**src/rtl/duty_fader_module.sv**
```systemverilog
// rtl/duty_fader_module.sv - frame-synchronous RGBW duty fader; optional gamma via DUTY_FADER_GAMMA_EN
module duty_fader_module #(
    parameter int PRESC_DIV = 16,
    parameter int STEP      = 1
) (
    input  logic       clk,
    input  logic       reset,
    input  logic [7:0] target0,
    input  logic [7:0] target1,
    input  logic [7:0] target2,
    input  logic [7:0] target3,
    input  logic [7:0] rate,
    input  logic       frame_sync,
    output logic [7:0] duty0,
    output logic [7:0] duty1,
    output logic [7:0] duty2,
    output logic [7:0] duty3,
    output logic       settled
);
    localparam int PW = (PRESC_DIV > 1) ? $clog2(PRESC_DIV) : 1;
    localparam logic signed [8:0] STEP_P = 9'(STEP);
    localparam logic signed [8:0] STEP_N = -9'(STEP);

    typedef enum logic [2:0] {IDLE, CH0, CH1, CH2, CH3} state_t;

    state_t       state;
    logic [PW-1:0] presc;
    logic [7:0]   rcnt;
    logic [7:0]   cur  [4];
    logic [7:0]   duty [4];
    logic [7:0]   tgt  [4];
    logic         tick;
    logic         step_req;
    logic         all_match;

    assign tgt[0] = target0;
    assign tgt[1] = target1;
    assign tgt[2] = target2;
    assign tgt[3] = target3;
    assign duty0  = duty[0];
    assign duty1  = duty[1];
    assign duty2  = duty[2];
    assign duty3  = duty[3];

    function automatic logic [7:0] shape(input logic [7:0] x);
`ifdef DUTY_FADER_GAMMA_EN
        logic [15:0] sq;
        sq = ({8'd0, x} * {8'd0, x}) + 16'd255;
        return sq[15:8];
`else
        return x;
`endif
    endfunction

    // Clamp to target when within one step so 0 and 255 are hit exactly.
    function automatic logic [7:0] toward(input logic [7:0] c, input logic [7:0] t);
        logic signed [8:0] diff;
        diff = $signed({1'b0, t}) - $signed({1'b0, c});
        if (diff <= STEP_P && diff >= STEP_N) return t;
        else if (diff > 0)                     return c + 8'(STEP);
        else                                   return c - 8'(STEP);
    endfunction

    assign tick     = (presc == PW'(PRESC_DIV - 1));
    assign step_req = tick && (rate != 8'd0) && (rcnt == rate - 8'd1);

    always_comb begin
        all_match = 1'b1;
        for (int n = 0; n < 4; n++) begin
            if (cur[n] != tgt[n] || duty[n] != shape(cur[n])) all_match = 1'b0;
        end
    end

    always_ff @(posedge clk) begin
        if (reset) begin
            presc   <= '0;
            rcnt    <= 8'd0;
            state   <= IDLE;
            settled <= 1'b1;
            for (int n = 0; n < 4; n++) begin
                cur[n]  <= 8'd0;
                duty[n] <= 8'd0;
            end
        end else begin
            presc   <= tick ? '0 : presc + PW'(1);
            settled <= all_match;

            if (rate == 8'd0)
                rcnt <= 8'd0;
            else if (tick)
                rcnt <= (rcnt >= rate - 8'd1) ? 8'd0 : rcnt + 8'd1;

            // Duties sample cur before any same-cycle channel update.
            if (frame_sync) begin
                for (int n = 0; n < 4; n++) duty[n] <= shape(cur[n]);
            end

            if (rate == 8'd0) begin
                state <= IDLE;
                for (int n = 0; n < 4; n++) cur[n] <= tgt[n];
            end else begin
                case (state)
                    IDLE: if (step_req) state <= CH0;
                    CH0: begin cur[0] <= toward(cur[0], tgt[0]); state <= CH1;  end
                    CH1: begin cur[1] <= toward(cur[1], tgt[1]); state <= CH2;  end
                    CH2: begin cur[2] <= toward(cur[2], tgt[2]); state <= CH3;  end
                    CH3: begin cur[3] <= toward(cur[3], tgt[3]); state <= IDLE; end
                    default: state <= IDLE;
                endcase
            end
        end
    end
endmodule

```
**config.mk**
```make
export PLATFORM = sky130hd
export DESIGN_NAME = duty_fader_module
export DESIGN_NICKNAME = d
export VERILOG_FILES = /design/src/rtl/duty_fader_module.sv
export SDC_FILE = /design/constraint.sdc
export NUM_CORES = 1
export LEC_CHECK = 0
export CORE_MARGIN = 1.5
export CORE_UTILIZATION = 55
export DETAILED_ROUTE_END_ITERATION = 7
export GPL_TIMING_DRIVEN = 0
export PLACE_DENSITY = 0.82
export REMOVE_ABC_BUFFERS = 1
export SLEW_MARGIN = 20
export SYNTH_ARGS = -nofsm -noshare
export SYNTH_HDL_FRONTEND = slang
export SYNTH_SLANG_ARGS = --single-unit
export TNS_END_PERCENT = 50
```
**constraint.sdc**
```tcl
create_clock -name clk -period 5.11 [get_ports clk]
set_clock_uncertainty 0.2 [all_clocks]
set_input_delay 0.7665 -clock clk [delete_from_list [all_inputs] [get_ports clk]]
set_output_delay 0.7665 -clock clk [all_outputs]
set_load 0.05 [all_outputs]
```
==> flow_metrics.env <==
export IMPL_rows=40
export IMPL_dp_hpwl_um=13300
export IMPL_syn2layout_area_growth_pct=21.9
export IMPL_port_buffers=75
export IMPL_dp_cells=943
export IMPL_antenna_found_initial=0
export IMPL_post_drt_wl_per_cell_um=18.2
export IMPL_irDropWorstVdd_uv=167
export IMPL_firstDrtPassIters=5
export IMPL_cts_sinks=80
export IMPL_syn_inst=709
export IMPL_layout_commonest_cell="clkdlybuf4s50_1"
export IMPL_period_minus_slack_ps=4890
export IMPL_timing_hold_worst_class="reg -> reg"
export IMPL_cap_violations=0
export IMPL_synth_distinct_cells=71
export IMPL_synth_top_area_share_pct=28.0
export IMPL_cts_root_buffer="clkbuf_16"
export IMPL_path_class="in -> reg"
export IMPL_p_leak_nw=3.48
export IMPL_slew_headroom_pct=39.8
export IMPL_clock_fmax_mhz=205
export IMPL_pin_count=76
export IMPL_start_util_pct=56.7
export IMPL_clk_transition_reported_paths_ps=60
export IMPL_final_nets=923
export IMPL_start_kind="primary input"
export IMPL_async_reset_ff_share_pct=0
export IMPL_critPathRequiredTime_ps=5110
export IMPL_netlist_area_um2=6860
export IMPL_htreeDepth=3
export IMPL_grt_pass1_wl_um=27700
export IMPL_die_h_um=115
export IMPL_drive_gt1_share_pct=8.59
export IMPL_regArea_um2=2240
export IMPL_synth_top_cell_by_area="edfxtp_1"
export IMPL_core_area_um2=12100
export IMPL_synth_edf_count=64
export IMPL_timing_hold_ws_ps=284
export IMPL_layout_cells_non_filler=971
export IMPL_place_congestion=0.923
export IMPL_setup_violations=0
export IMPL_fp_dieArea_um2=13200
export IMPL_fin_crit_sh_pct=95.7
export IMPL_fin_util_pct=69.0
export IMPL_cts_buffers=9
export IMPL_seq_area_frac_synth_pct=32.7
export IMPL_regToRegSetupSlack_ps=330
export IMPL_p_per_area_nw_per_um2=252
export IMPL_vias=5820
export IMPL_crit_path_top_delay_cell="or4_4"
export IMPL_diodes=0
export IMPL_yosysWarnings=0
export IMPL_fillers=926
export IMPL_die_x_um=115
export IMPL_crit_arrival_ps=4890
export IMPL_grt_usage_pct=27.1
export IMPL_syn_mean_instance_area_um2=9.68
export IMPL_finalHoldViolCount=0
export IMPL_globalRoute_totalOverflow=0
export IMPL_slowest_delay_ps=550
export IMPL_grt_pass1_vias=5769
export IMPL_grt_max_degree=33
export IMPL_final_cell_mix="clkdlybuf4s50_1, ha_1, edfxtp_1"
export IMPL_max_clock_path_buffers=2
export IMPL_ys_ff_latch=80
export IMPL_synth_area_leaders="edfxtp_1, ha_1, xor2_1"
export IMPL_drt_iter0_markers=473
export IMPL_tightestPinTransition_ps=897
export IMPL_multiInputGateArea_um2=4500
export IMPL_path_max_fanout=4
export IMPL_crit_path_end_kind="flop"
export IMPL_path_cells="dlymetal6s2s_1 > inv_1 > ha_2 > inv_2 > fa_2 > a21o_1 > a211oi_2 > nor2_1 > or4_4 > nor4_4 > a21o_2 > buf_6 > ha_4 > nand3_1 > o211ai_1 > nor4_1 > nor3_1 > xnor2_1 > mux2i_1 > or3_1 > o211ai_1"
export IMPL_crit_path_frequent_cell="o211ai_1"
export IMPL_ant_nets=0
export IMPL_drcViolationCount=0
export IMPL_cts_tree="built"
export IMPL_wirelength_um=17700
export IMPL_clkLatencyLatePin_ps=360
export IMPL_status="completed"
export IMPL_slew_violations=0
export IMPL_via_per_inst=5.99
export IMPL_synth_main_ff_cell="edfxtp_1"
-- final cells by class --
class | count | share of cell area, %
Clock buffer | 9 | 2.69
Clock inverter | 7 | 1.14
Inverter | 56 | 2.51
Multi-Input combinational cell | 563 | 53.8
Sequential cell | 80 | 26.8
Tap cell | 168 | 2.51
Timing Repair Buffer | 88 | 10.5
-- metrics by stage --
stage	setup TNS (ps)	setup slack [ps]	power (mW)	cell area, um^2
2_1_floorplan	0	401	1.18	6810
3_3_place_gp	-1460	-411	1.34	7770
3_5_place_dp	-2320	-582	1.36	7790
4_1_cts	-71.9	-71.9	2.07	8150
5_1_grt	-24.7	-21.5	2.20	8360
6_report	0	221	2.11	8360
-- final timing paths --
kind / from / end / cells after the start
max: target0[0] / cur[0][7] / 21
min: presc[3] / presc[3] / 2
max reg2reg: cur[0][1] / cur[0][7] / 18
min reg2reg: presc[3] / presc[3] / 2
-- state kept, by name, summed over array words and instances (netlist names) --
register	count
duty	32
rcnt	8
cur	32
settled	1
state	3
presc	4
-- cell families (layout without fill, tap and decap cells) --
| kind of cell | after synthesis | after routing | share of synthesized area (%) |
|---|---|---|---|
| fa+ha+maj | 82 | 82 | 15.8 |
| xor+xnor | 84 | 84 | 10.7 |
| buf+inv | 66 | 160 | 3.76 |
| compound gates | 152 | 152 | 15.7 |
| flops | 80 | 80 | 32.7 |
| mux | 17 | 17 | 2.50 |
| simple gates | 228 | 228 | 18.8 |
-- worst max-delay path: cells and delay by family --
kind / cells / cell delay (ps)
AOI/OAI and AO/OA: 5 / 880
and+or+nand+nor: 7 / 1700
muxes: 1 / 110
xor gates and xnor gates: 1 / 310
buffers and inverters: 4 / 370
adders and majority gates: 3 / 770
-- metal layers --
metal | wire length (um) | share of wire (%) | track usage [%] | up-vias
met3 | 1040 | 5.9 | 6.14 | 33
met1 | 7520 | 43 | 32.9 | 2795
met4 | 441 | 2.5 | 11.6 | 0
met5 | 0 | 0 | 0 | -
met2 | 8670 | 49 | 46.3 | 197
li1 | - | - | - | 2795
-- cell usage after synthesis (all sizes together) (6+ instances only) --
library cell	n
nor2	41
fa	8
nand4	15
nor4	13
o21ai	26
nand2b	12
or2	9
nor2b	9
a22o	14
dfxtp	16
nand3	18
and3	8
a21oi	38
nand2	25
o211ai	8
xnor2	32
xor2	52
ha	74
mux2i	16
nor3	13
and2	33
clkbuf	7
a211oi	6
nor4b	6
edfxtp	64
a21o	23
inv	56
-- power by group --
group / switching (mW) / internal, mW / leakage (nW)
clock: 0.282 / 0.429 / 0.156
combinational: 0.361 / 0.277 / 2.51
sequential: 0.0308 / 0.732 / 0.814
-- what timing repair did --
item                                    4_1_cts  5_1_grt
buffers inserted                              3        9
pin swaps                                     1       14
gates cloned                                  0        0
gates resized for setup                       3       28
hold buffers                                  0        0
endpoints found under the setup margin        3        6
Note: power is estimated with default switching activity, not from simulation.
